`config.mk`:
```
export PLATFORM = sky130hd
export DESIGN_NAME = preempt_scheduler
export DESIGN_NICKNAME = d
export VERILOG_FILES = /design/src/rtl/preempt_scheduler.sv
export SDC_FILE = /design/constraint.sdc
export NUM_CORES = 1
export LEC_CHECK = 0
export BUFFER_PORTS_ARGS = -buffer_cell sky130_fd_sc_hd__buf_2
export CELL_PAD_IN_SITES_DETAIL_PLACEMENT = 0
export CELL_PAD_IN_SITES_GLOBAL_PLACEMENT = 1
export CORE_MARGIN = 1
export CORE_UTILIZATION = 40
export DETAILED_ROUTE_END_ITERATION = 10
export PLACE_DENSITY = 0.7
export REMOVE_ABC_BUFFERS = 1
export SYNTH_ARGS = -nofsm -noshare
export SYNTH_HDL_FRONTEND = slang
export SYNTH_SLANG_ARGS = --single-unit
```
`constraint.sdc`:
```
create_clock -name clk -period 6.1 [get_ports clk]
set_input_delay 0.915 -clock clk [delete_from_list [all_inputs] [get_ports clk]]
set_output_delay 0.915 -clock clk [all_outputs]
set_load 0.03 [all_outputs]
```
`src/rtl/preempt_scheduler.sv`:
```
// preempt_scheduler
//   Round-robin context-switch controller. It drives the preemption timer
//   (timer_rw) and consumes its expiry flag and captured PC. A small process
//   table holds a saved PC and a valid bit per slot. When a quantum expires,
//   the controller saves the interrupted PC and picks the next valid process.
//   It then issues a PC load to fetch and re-arms the timer.
//
// Optional build macro: SCHED_STATS_EN adds the switch_count output.
//
// Ports
//   clk, reset     : rising-edge clock, synchronous active-high reset
//   halt           : freeze; all state holds and command outputs read 0
//   sched_en       : allows leaving IDLE (sampled only in IDLE)
//   spawn/spawn_pc : create a process in the lowest free slot
//   kill           : running process terminates (RUN only)
//   timer_finish   : quantum-expired flag from the timer
//   timer_pc       : PC captured by the timer at expiry
//   timer_rw       : timer command; 11 arm, 01 stop, 00 idle
//   pc_load        : strobe, fetch jumps to pc_next
//   pc_next        : PC to load
//   cur_pid        : running process id
//   busy           : context switch in progress (SAVE/PICK/LOAD/ARM)
//   err_full       : spawn rejected because the table is full
//   switch_count   : (SCHED_STATS_EN) number of pc_load strobes, wrapping
//
// Handshake: there is no back-pressure. pc_load and err_full are one-cycle
// strobes. timer_rw is a command that is valid in the cycle it reads
// non-zero. All three are registered and gated to zero while halt is high.
// A strobe held by halt is presented on the first cycle after release.
module preempt_scheduler #(
  parameter int NPROC = 4,
  parameter int PIDW  = 2,
  parameter int PCW   = 32
) (
  input  logic            clk,
  input  logic            reset,
  input  logic            halt,
  input  logic            sched_en,
  input  logic            spawn,
  input  logic [PCW-1:0]  spawn_pc,
  input  logic            kill,
  input  logic            timer_finish,
  input  logic [PCW-1:0]  timer_pc,
  output logic [1:0]      timer_rw,
  output logic            pc_load,
  output logic [PCW-1:0]  pc_next,
  output logic [PIDW-1:0] cur_pid,
  output logic            busy,
  output logic            err_full
`ifdef SCHED_STATS_EN
  ,
  output logic [31:0]     switch_count
`endif
);

  typedef enum logic [2:0] {IDLE, PICK, LOAD, ARM, RUN, SAVE} state_t;

  state_t           state, state_n;
  logic [NPROC-1:0] valid, valid_n;
  logic [PCW-1:0]   pc_tab [NPROC];
  logic             finish_q;
  logic [1:0]       rw_q, rw_n;
  logic             load_q, load_n;
  logic             err_q;
  logic [PIDW-1:0]  pid_n;
  logic [PCW-1:0]   pc_next_n;
  logic             kill_apply, save_en, expiry;
  logic             found, free_found;
  logic [PIDW-1:0]  winner, cand, free_idx;

  assign expiry = timer_finish & ~finish_q;

  // Scan cur_pid+1 .. cur_pid+NPROC. The last candidate wraps to cur_pid,
  // so the running process is only reselected when it is the sole valid one.
  always_comb begin
    found  = 1'b0;
    winner = cur_pid;
    cand   = '0;
    for (int i = 1; i <= NPROC; i++) begin
      cand = cur_pid + PIDW'(i);
      if (!found && valid[cand]) begin
        found  = 1'b1;
        winner = cand;
      end
    end
  end

  // Lowest free slot, taken from the table as it stands before this edge.
  always_comb begin
    free_found = 1'b0;
    free_idx   = '0;
    for (int i = 0; i < NPROC; i++) begin
      if (!free_found && !valid[i]) begin
        free_found = 1'b1;
        free_idx   = PIDW'(i);
      end
    end
  end

  // Next state. Command outputs are computed for the state being entered.
  // They then appear, registered, during that state.
  always_comb begin
    state_n    = state;
    rw_n       = 2'b00;
    load_n     = 1'b0;
    pid_n      = cur_pid;
    pc_next_n  = pc_next;
    kill_apply = 1'b0;
    save_en    = 1'b0;
    case (state)
      IDLE: if (sched_en && |valid) state_n = PICK;
      PICK: begin
        if (found) begin
          pid_n     = winner;
          pc_next_n = pc_tab[winner];
          load_n    = 1'b1;
          state_n   = LOAD;
        end else begin
          rw_n    = 2'b01;
          state_n = IDLE;
        end
      end
      LOAD: begin
        rw_n    = 2'b11;
        state_n = ARM;
      end
      ARM:  state_n = RUN;
      RUN: begin
        // kill beats a simultaneous expiry; the killed PC is not saved
        if (kill) begin
          kill_apply = 1'b1;
          rw_n       = 2'b01;
          state_n    = PICK;
        end else if (expiry) begin
          rw_n    = 2'b01;
          state_n = SAVE;
        end
      end
      SAVE: begin
        save_en = 1'b1;
        state_n = PICK;
      end
      default: state_n = IDLE;
    endcase
  end

  // kill and spawn may both apply. The spawn slot comes from the pre-edge
  // table, so it can never be the slot that this kill frees.
  always_comb begin
    valid_n = valid;
    if (kill_apply) valid_n[cur_pid] = 1'b0;
    if (spawn && free_found) valid_n[free_idx] = 1'b1;
  end

  always_ff @(posedge clk) begin
    if (reset) begin
      state    <= IDLE;
      valid    <= '0;
      cur_pid  <= PIDW'(NPROC - 1);
      pc_next  <= '0;
      rw_q     <= 2'b00;
      load_q   <= 1'b0;
      err_q    <= 1'b0;
      finish_q <= 1'b0;
      for (int i = 0; i < NPROC; i++) pc_tab[i] <= '0;
    end else if (!halt) begin
      state    <= state_n;
      valid    <= valid_n;
      cur_pid  <= pid_n;
      pc_next  <= pc_next_n;
      rw_q     <= rw_n;
      load_q   <= load_n;
      err_q    <= spawn & ~free_found;
      finish_q <= timer_finish;
      if (save_en) pc_tab[cur_pid] <= timer_pc;
      if (spawn && free_found) pc_tab[free_idx] <= spawn_pc;
    end
  end

  assign timer_rw = halt ? 2'b00 : rw_q;
  assign pc_load  = load_q & ~halt;
  assign err_full = err_q & ~halt;
  assign busy     = (state == SAVE) || (state == PICK) ||
                    (state == LOAD) || (state == ARM);

`ifdef SCHED_STATS_EN
  always_ff @(posedge clk) begin
    if (reset) switch_count <= '0;
    else if (pc_load) switch_count <= switch_count + 32'd1;
  end
`endif

endmodule

```
==> results.toml, run 1 <==
[sta]
fin_crit_sh = 0.710
slew_headroom = 0.186
finalHoldViolCount = 0
setup_viol = 0
fin_setup_tns_ps = 0
worst_pin_slew_ps = 1220
finalCriticalPeriod_ps = 4330
clock_skew_ps = 7.89
worst_slack_ps = 1770
max_freq_ghz = 0.231
rsz0062_at_grt = "false"
finalMaxSlewViolations = 0

[floorplanning]
core-area_um2 = 20300
start_util = 0.410
die_h_um = 146
io_pins = 110
rows = 52
die_w_um = 146
dieArea_um2 = 21400

[routing]
drt_first_pass_iters = 5
initialDrtViolationCount = 457
viasPerCell = 5.75
wl_per_cell_um = 21.6
vias = 5975
wirelength_um = 22500
drtAntennaViolNets = 0
drc = 0

[pwr]
p_per_area_nw_per_um2 = 266
power.leakage_nw = 3.90
peakVddDrop_mv = 0.201

[synthesis]
yosysWarningCount = 0
yosys.cell_types.count = 48
syn_area_per_cell_um2 = 12.3
synthesis.area_um2 = 8320
yosysSeqAreaShare = 0.572
postSynthRegisterBits = 174
syn_inst = 674

[clock_network]
ctsHtreeMaxLevel = 4
postCtsSetupBuffers = 0
cts_resized = 0
root_buffer = "clkbuf_16"
ctsLongestPathBuffers = 2
numClockSinks = 174
cts_hold_buf = 0
cts.reportedPaths.clkPinSlew_ps = 70
cts_tree = "done"
clock_latency_ps = 430
cts_buffers = 17

[grt]
grt_pass1_vias = 6181
grt_pass1_wl_um = 34400
grt_max_degree = 51
grtUsageTotal = 0.215
antenna_found_initial = 1
grt-ovfl-total = 0

[finish]
drive_gt1_frac = 0.266
final_util = 0.477
final_nets = 830
area_growth_syn_to_layout_pct = 16.3
fillers = 1866

[critical_path]
path_max_fanout = 50
critical-path-top-delay-family = "buffers and inverters"
slowest_delay_ps = 870
critical_path_class = "register to register"
cp-start-kind = "register"
critical_path.cell_chain = "inv_1, ha_1, mux4_2, nor2b_2, nor2_4, xnor2_4, buf_4, mux2i_1, o221ai_2"
crit_path_top_delay_cell = "dfxtp_1"
crit_path_end_kind = "register"
worstPathRequired_ps = 6360
critPathArrivalTime_ps = 4590
worst-path-buf-inv = 2

[outcome]
status = "finished clean"

[placement]
portBuffers = 109
gp_congestion = 0.852
post-place-ws_ps = 1760
place_hpwl_um = 12600

[min_path]
hp-class = "register to register"

[job]
max_cap_viol_count = 0
## metrics by stage
stage                     instances  hold slack, ps  area [µm²]  power (mW)
after global placement         1006             443        9100        1.52
final                          1039             459        9680        2.58
after floorplan                 616             421        8050        1.45
after CTS                      1038             465        9680        2.60
after global routing           1038             478        9680        2.66
after detailed placement       1006             449        9100        1.53
## worst min-delay path: stages (launching register included)
cell,delay (ps)
dfxtp_1,310
nand2_1,50
a21oi_1,50
## layer usage
| layer | wire [µm] | GRT usage | vias to the layer above |
|---|---|---|---|
| met4 | 499 | 0.0896 | 0 |
| met2 | 11100 | 0.361 | 208 |
| li1 | - | - | 2766 |
| met3 | 1310 | 0.0456 | 40 |
| met5 | 0 | 0 | - |
| met1 | 9620 | 0.267 | 2961 |
## state kept, by name, indices dropped and copies added, names as in the netlist
signal    count
state         3
pc_tab      128
cur_pid       2
valid         4
rw_q          2
finish_q      1
err_q         1
pc_next      32
load_q        1
## final timing paths
path	startpoint	end	slack, ps	cells after the start
worst max register to register	cur_pid[0]	pc_next[23]	1770	9
worst min-delay path	err_q	err_q	460	2
worst max-delay path	cur_pid[0]	pc_next[23]	1770	9
worst min register to register	err_q	err_q	460	2
## logic make-up after synthesis
family                     count (synthesis)  synth area share
AOI/OAI and AO/OA                        195             0.206
xor gates and xnor gates                   1           0.00331
adders and majority gates                  4           0.00601
buffers and inverters                     64            0.0361
DFF                                      174             0.572
muxes                                     69            0.0875
and+or+nand+nor                          167            0.0891
## synthesized netlist by cell type, drive strengths merged
cell type,number,area (µm²)
dfxtp,46,921
a22o,96,841
edfxtp,128,3840
o211ai,2,15.0
a31o,1,8.76
or3,2,12.5
nand4,3,18.8
mux4,3,67.6
o21ba,1,10.0
o32a,1,10.0
a311o,1,10.0
nand3,3,15.0
nor2b,11,71.3
a311oi,2,17.5
o21a,1,7.51
a2111o,1,11.3
a31oi,1,6.26
a211o,1,8.76
o221ai,33,477
nand2b,4,25.0
xnor2,1,27.5
nor4,3,31.3
nor2,20,82.6
a41oi,1,8.76
o31ai,2,15.0
a21oi,14,70.1
o21ai,35,175
nand2,107,402
nor3,7,35.0
mux2i,66,661
o311ai,1,8.76
a41o,1,10.0
or4,1,7.51
or2,1,6.26
nor3b,2,15.0
inv,6,22.5
ha,4,50.1
clkbuf,37,139
nand3b,1,7.51
buf,21,139
and3,2,12.5
## power breakdown
part | internal (mW) | switching (mW)
clock network | 0.613 | 0.461
registers | 1.31 | 0.0146
logic | 0.0625 | 0.117
## layout by cell type, fill, tap and decap left out, types with 2 or more instances in the layout
master and instances:
edfxtp_1 128, buf_2 109, nand2_1 107, a22o_1 96, mux2i_1 66, dfxtp_1 46
o21ai_0 35, o221ai_2 30, nor2_1 18, clkbuf_16 17, a21oi_1 13, buf_4 11
nor2b_1 10, inv_1 6, clkinvlp_4 5, nand2b_1 4, nor3_2 4, ha_1 4
clkinv_2 4, nand4_1 3, nand3_1 3, mux4_2 3, nor3_1 3, nor2_4 2
nor4_4 2, o211ai_1 2, o31ai_1 2, nor3b_1 2, o221ai_1 2, a311oi_1 2
bufinv_16 2, clkinv_4 2
## layout make-up
class / count / area (µm²) / area share
Sequential cell: 174 / 4760 / 0.492
Multi-Input combinational cell: 436 / 3340 / 0.345
Timing Repair Buffer: 120 / 628 / 0.0649
Clock buffer: 18 / 439 / 0.0454
Tap cell: 270 / 338 / 0.0349
Clock inverter: 14 / 144 / 0.0149
Inverter: 6 / 22.5 / 0.00233
Antenna cell: 1 / 2.50 / 0.000258
(Power assumes the default switching activity.)
==> run 2: changes to the inputs <==
Settings changed: PLACE_DENSITY 0.7 to 0.67.
Clock period 6.1 ns to 4 ns, I/O delays scaled along.
==> run 2 against run 1 <==
Maximum frequency is 38% higher. Clock skew is 2.1 ps higher. Routed wire length is 1.4% higher. Largest power group unchanged. Highest routed layer unchanged.
==> results.toml, run 2 (synthesis results as in run 1) <==
[outcome]
status = "finished clean"

[clock_network]
cts_buffers = 17
cts_tree = "done"
root_buffer = "clkbuf_16"
clock_latency_ps = 420
ctsHtreeMaxLevel = 4
numClockSinks = 174
postCtsSetupBuffers = 0
cts.reportedPaths.clkPinSlew_ps = 60
ctsLongestPathBuffers = 2
cts_resized = 0
cts_hold_buf = 0

[min_path]
hold_end = "finish_q"
hp-class = "input pin to register"
hold_path_depth = 3
min-delay-start = "timer_finish"

[sta]
max_freq_ghz = 0.320
finalMaxSlewViolations = 0
clock_skew_ps = 10.0
worst_pin_slew_ps = 1150
finalCriticalPeriod_ps = 3130
worst_slack_ps = 873
slew_headroom = 0.232
finalHoldViolCount = 0
setup_viol = 0
holdWs_ps = 444
rsz0062_at_grt = "false"
fin_crit_sh = 0.782

[grt]
grtUsageTotal = 0.221
grt_max_degree = 63
grt_pass1_vias = 6194
grt-ovfl-total = 0
grt_pass1_wl_um = 35400
antenna_found_initial = 0

[pwr]
clkPwrFrac = 0.412
peakVddDrop_mv = 0.304
pwr-share-comb = 0.072
swShare = 0.228
power.leakage_nw = 3.94
seqPwrFrac = 0.516
switchingPower_mw = 0.891
p_int_mw = 3.02
p_per_area_nw_per_um2 = 401
totalPowerFinal_mw = 3.91

[routing]
drtAntennaViolNets = 0
vias = 5944
viasPerCell = 5.69
wl_per_cell_um = 21.8
drt_first_pass_iters = 5
wirelength_um = 22800
drc = 0
initialDrtViolationCount = 368

[critical_path]
path_max_fanout = 28
critical_path_class = "register to register"
reg2reg_slack_ps = 870
reg2reg_from = "cur_pid[0]"
cp-start-kind = "register"
crit_path_end_kind = "register"
critPathArrivalTime_ps = 3400
reg2reg_depth = 9
reg2reg_to = "pc_next[30]"
worstPathRequired_ps = 4270

[finish]
final_common_cell = "edfxtp_1"
layout_common_cells = "128 x edfxtp_1, 109 x buf_2, 107 x nand2_1"
final_nets = 836
fillers = 1860
top_register = "pc_tab"
antennaDiodeCount = 0
largest_reg_flops = 128
reg.largest.list = "pc_tab x128, pc_next x32, valid x4"
final_cells = 1044
area_growth_syn_to_layout_pct = 17.2
drive_gt1_frac = 0.267
post-route-cell-area_um2 = 9750

[floorplanning]
start_util = 0.410
core-area_um2 = 20300
die_h_um = 146
die_w_um = 146
io_pins = 110
rows = 52
dieArea_um2 = 21400

[placement]
portBuffers = 109
place_hpwl_um = 12500
placed_area_um2 = 9180
post-place-ws_ps = 913
dp.cells = 1012
gp_congestion = 0.837

[job]
max_cap_viol_count = 0
[run 2: layout make-up]
cell class	count	area, µm²	share of cell area
multi-input cells	436	3340	0.343
repair buffers	126	711	0.0729
flip-flops and latches	174	4760	0.489
clock inverters	9	83.8	0.00860
well taps	270	338	0.0346
inverters	6	22.5	0.00231
clock buffers	23	488	0.0500
[run 2: metrics by stage]
step | util | setup TNS [ps]
4_1_cts | 0.480 | 0
3_3_place_gp | 0.452 | 0
2_1_floorplan | - | -71200
3_5_place_dp | 0.452 | 0
6_report | 0.480 | 0
5_1_grt | 0.480 | 0
[run 2: worst max-delay path by stage]
stage          startpoint            to  cells after the start
5_1_grt        cur_pid[0]   pc_next[30]                      9
3_5_place_dp   cur_pid[0]   pc_next[30]                      9
4_1_cts        cur_pid[0]   pc_next[30]                      9
3_3_place_gp   cur_pid[0]   pc_next[24]                      9
6_report       cur_pid[0]   pc_next[30]                      9
2_1_floorplan  cur_pid[0]  pc_tab[3][0]                      2
[run 2: per-layer routing]
| metal | share of wire | track usage | vias up | wire, µm |
|---|---|---|---|---|
| met5 | 0 | 0 | - | 0 |
| met4 | 0.012 | 0.0609 | 0 | 272 |
| met3 | 0.050 | 0.0441 | 24 | 1130 |
| met2 | 0.50 | 0.370 | 178 | 11300 |
| met1 | 0.44 | 0.289 | 2958 | 10100 |
| li1 | - | - | 2784 | - |
[run 2: critical path, cell delays in order (launching register included)]
cell and delay, ps:
dfxtp_1 350, inv_1 140, ha_1 390, mux4_2 340, nor2b_2 210, nor2_4 80
xnor2_4 700, buf_12 320, mux2i_1 290, o221ai_2 130
[run 2: power groups by stage]
| stage | Clock [mW] | Sequential [mW] | Combinational (mW) |
|---|---|---|---|
| CTS | 1.64 | 2.02 | 0.285 |
| global placement | 0 | 2.05 | 0.277 |
| floorplan | 0 | 2.06 | 0.149 |
| detailed placement | 0 | 2.06 | 0.284 |
| finish | 1.61 | 2.02 | 0.282 |
| global route | 1.71 | 2.02 | 0.305 |
==> run 3: changes to the inputs <==
Clock period 4 ns to 3 ns, I/O delays scaled along.
==> run 3 against run 2 <==
Sequential cell count unchanged. Core utilization grew 1.6 points. Non-clock buffer count increased by 22. Register-to-register slack worse by 580 ps. Combinational power up 47%. Die area unchanged. Clock skew grew 0.61 ps. First-iteration DRC count rose by 13%. Sequential share of layout area down 1.6 points.
==> results.toml, run 3 (synthesis results as in run 1) <==
[outcome]
status = "finished clean"

[finish]
drive_gt1_frac = 0.290
top_register = "pc_tab"
final_nets = 858
final_util = 0.496
layout_common_cells = "128 x edfxtp_1, 109 x buf_2, 107 x nand2_1"
final_common_cell = "edfxtp_1"
largest_reg_flops = 128
reg.largest.list = "pc_tab x128, pc_next x32, valid x4"
seqCellArea_um2 = 4760
fillers = 1825
area_growth_syn_to_layout_pct = 21.1
multiInputGateArea_um2 = 3340
final_cells = 1068
post-route-cell-area_um2 = 10100

[sta]
finalHoldViolCount = 0
worst_slack_ps = 297
finalMaxSlewViolations = 0
worst_pin_slew_ps = 586
slew_headroom = 0.608
finalCriticalPeriod_ps = 2700
setup_viol = 0
max_freq_ghz = 0.370
fin_setup_tns_ps = 0
rsz0062_at_grt = "false"
clock_skew_ps = 10.6
fin_crit_sh = 0.901

[clock_network]
cts_resized = 0
cts.reportedPaths.clkPinSlew_ps = 60
root_buffer = "clkbuf_16"
cts_tree = "done"
ctsHtreeMaxLevel = 4
cts_buffers = 17
postCtsSetupBuffers = 0
ctsLongestPathBuffers = 2
cts_hold_buf = 0
clock_latency_ps = 430
numClockSinks = 174

[critical_path]
crit_top_cell = "buf_12"
crit_path_top_delay_cell = "mux4_2"
critical_path.cell_chain = "inv_1, ha_1, mux4_2, nor2b_2, nor2_4, xnor2_4, buf_12, buf_12, mux2i_1, o221ai_2"
critical_path_class = "register to register"
cp-start-kind = "register"
crit_path_end_kind = "register"
slowest_delay_ps = 500
worst-path-buf-inv = 3
critical-path-top-delay-family = "multiplexers"
worstPathRequired_ps = 3300
path_max_fanout = 13
critPathArrivalTime_ps = 3000

[floorplanning]
rows = 52
die_h_um = 146
io_pins = 110
dieArea_um2 = 21400
die_w_um = 146
start_util = 0.410
core-area_um2 = 20300

[pwr]
peakVddDrop_mv = 0.360
p_per_area_nw_per_um2 = 527
power.leakage_nw = 4.12

[grt]
antenna_found_initial = 2
grt_pass1_vias = 6385
grt_pass1_wl_um = 36100
grt_max_degree = 39
grt-ovfl-total = 0
grtUsageTotal = 0.223

[routing]
wl_per_cell_um = 21.6
vias = 6076
drc = 0
drt_first_pass_iters = 5
viasPerCell = 5.69
initialDrtViolationCount = 417
drtAntennaViolNets = 0
wirelength_um = 23100

[placement]
portBuffers = 109
post-place-ws_ps = 12.4
place_hpwl_um = 13400
gp_congestion = 0.832
dp.cells = 1029
placed_area_um2 = 9430

[min_path]
hp-class = "input pin to register"

[job]
max_cap_viol_count = 0
==> run 3: cell count changes in the layout (fill, tap and decap cells not counted), sizes merged <==
cell / previous run / this run
buf: 126 / 148
clkbuf: 23 / 18
clkinv: 4 / 7
inv: 7 / 10
clkinvlp: 3 / 1
diode: 0 / 2
bufinv: 1 / 2
==> run 3: layout make-up <==
| cell class | count | share of cell area |
|---|---|---|
| Tap cell | 270 | 0.0335 |
| Clock inverter | 14 | 0.0158 |
| Antenna cell | 2 | 0.000497 |
| Timing Repair Buffer | 148 | 0.101 |
| Inverter | 6 | 0.00224 |
| Clock buffer | 18 | 0.0426 |
| Sequential cell | 174 | 0.473 |
| Multi-Input combinational cell | 436 | 0.332 |
==> run 3: final timing paths <==
path / startpoint / end / slack (ps) / depth (start not counted)
worst min-delay path: timer_finish / finish_q / 270 / 3
worst max register to register: cur_pid[1] / pc_next[26] / 300 / 10
worst max-delay path: cur_pid[1] / pc_next[26] / 300 / 10
worst min register to register: pc_next[5] / pc_next[5] / 460 / 2
==> run 3: through the flow <==
stage               power [mW]  hold WS, ps
finish                    5.31          269
global route              5.48          288
CTS                       5.34          254
detailed placement        3.15          444
global placement          3.13          441
floorplan                 2.94          421
==> run 3: worst reg2reg max path: stages (launching register included) <==
cell and delay (ps):
dfxtp_1 380, inv_1 80, ha_1 360, mux4_2 500, nor2b_2 190, nor2_4 180
xnor2_4 160, buf_12 170, buf_12 170, mux2i_1 270, o221ai_2 130
==> run 3: per-layer routing <==
| metal | up-vias | global-route usage | share of wire |
|---|---|---|---|
| li1 | 2828 | - | - |
| met1 | 3033 | 0.285 | 0.43 |
| met2 | 192 | 0.375 | 0.50 |
| met3 | 21 | 0.0481 | 0.062 |
| met4 | 2 | 0.0724 | 0.0095 |
| met5 | - | 0 | 0.00043 |
==> run 3: where the power goes <==
| part | total (mW) | switching, mW | internal, mW | leakage [nW] |
|---|---|---|---|---|
| clock network | 2.21 | 0.969 | 1.24 | 0.287 |
| logic | 0.414 | 0.251 | 0.164 | 2.13 |
| registers | 2.69 | 0.0262 | 2.66 | 1.70 |
| total | 5.31 | 1.25 | 4.07 | 4.12 |
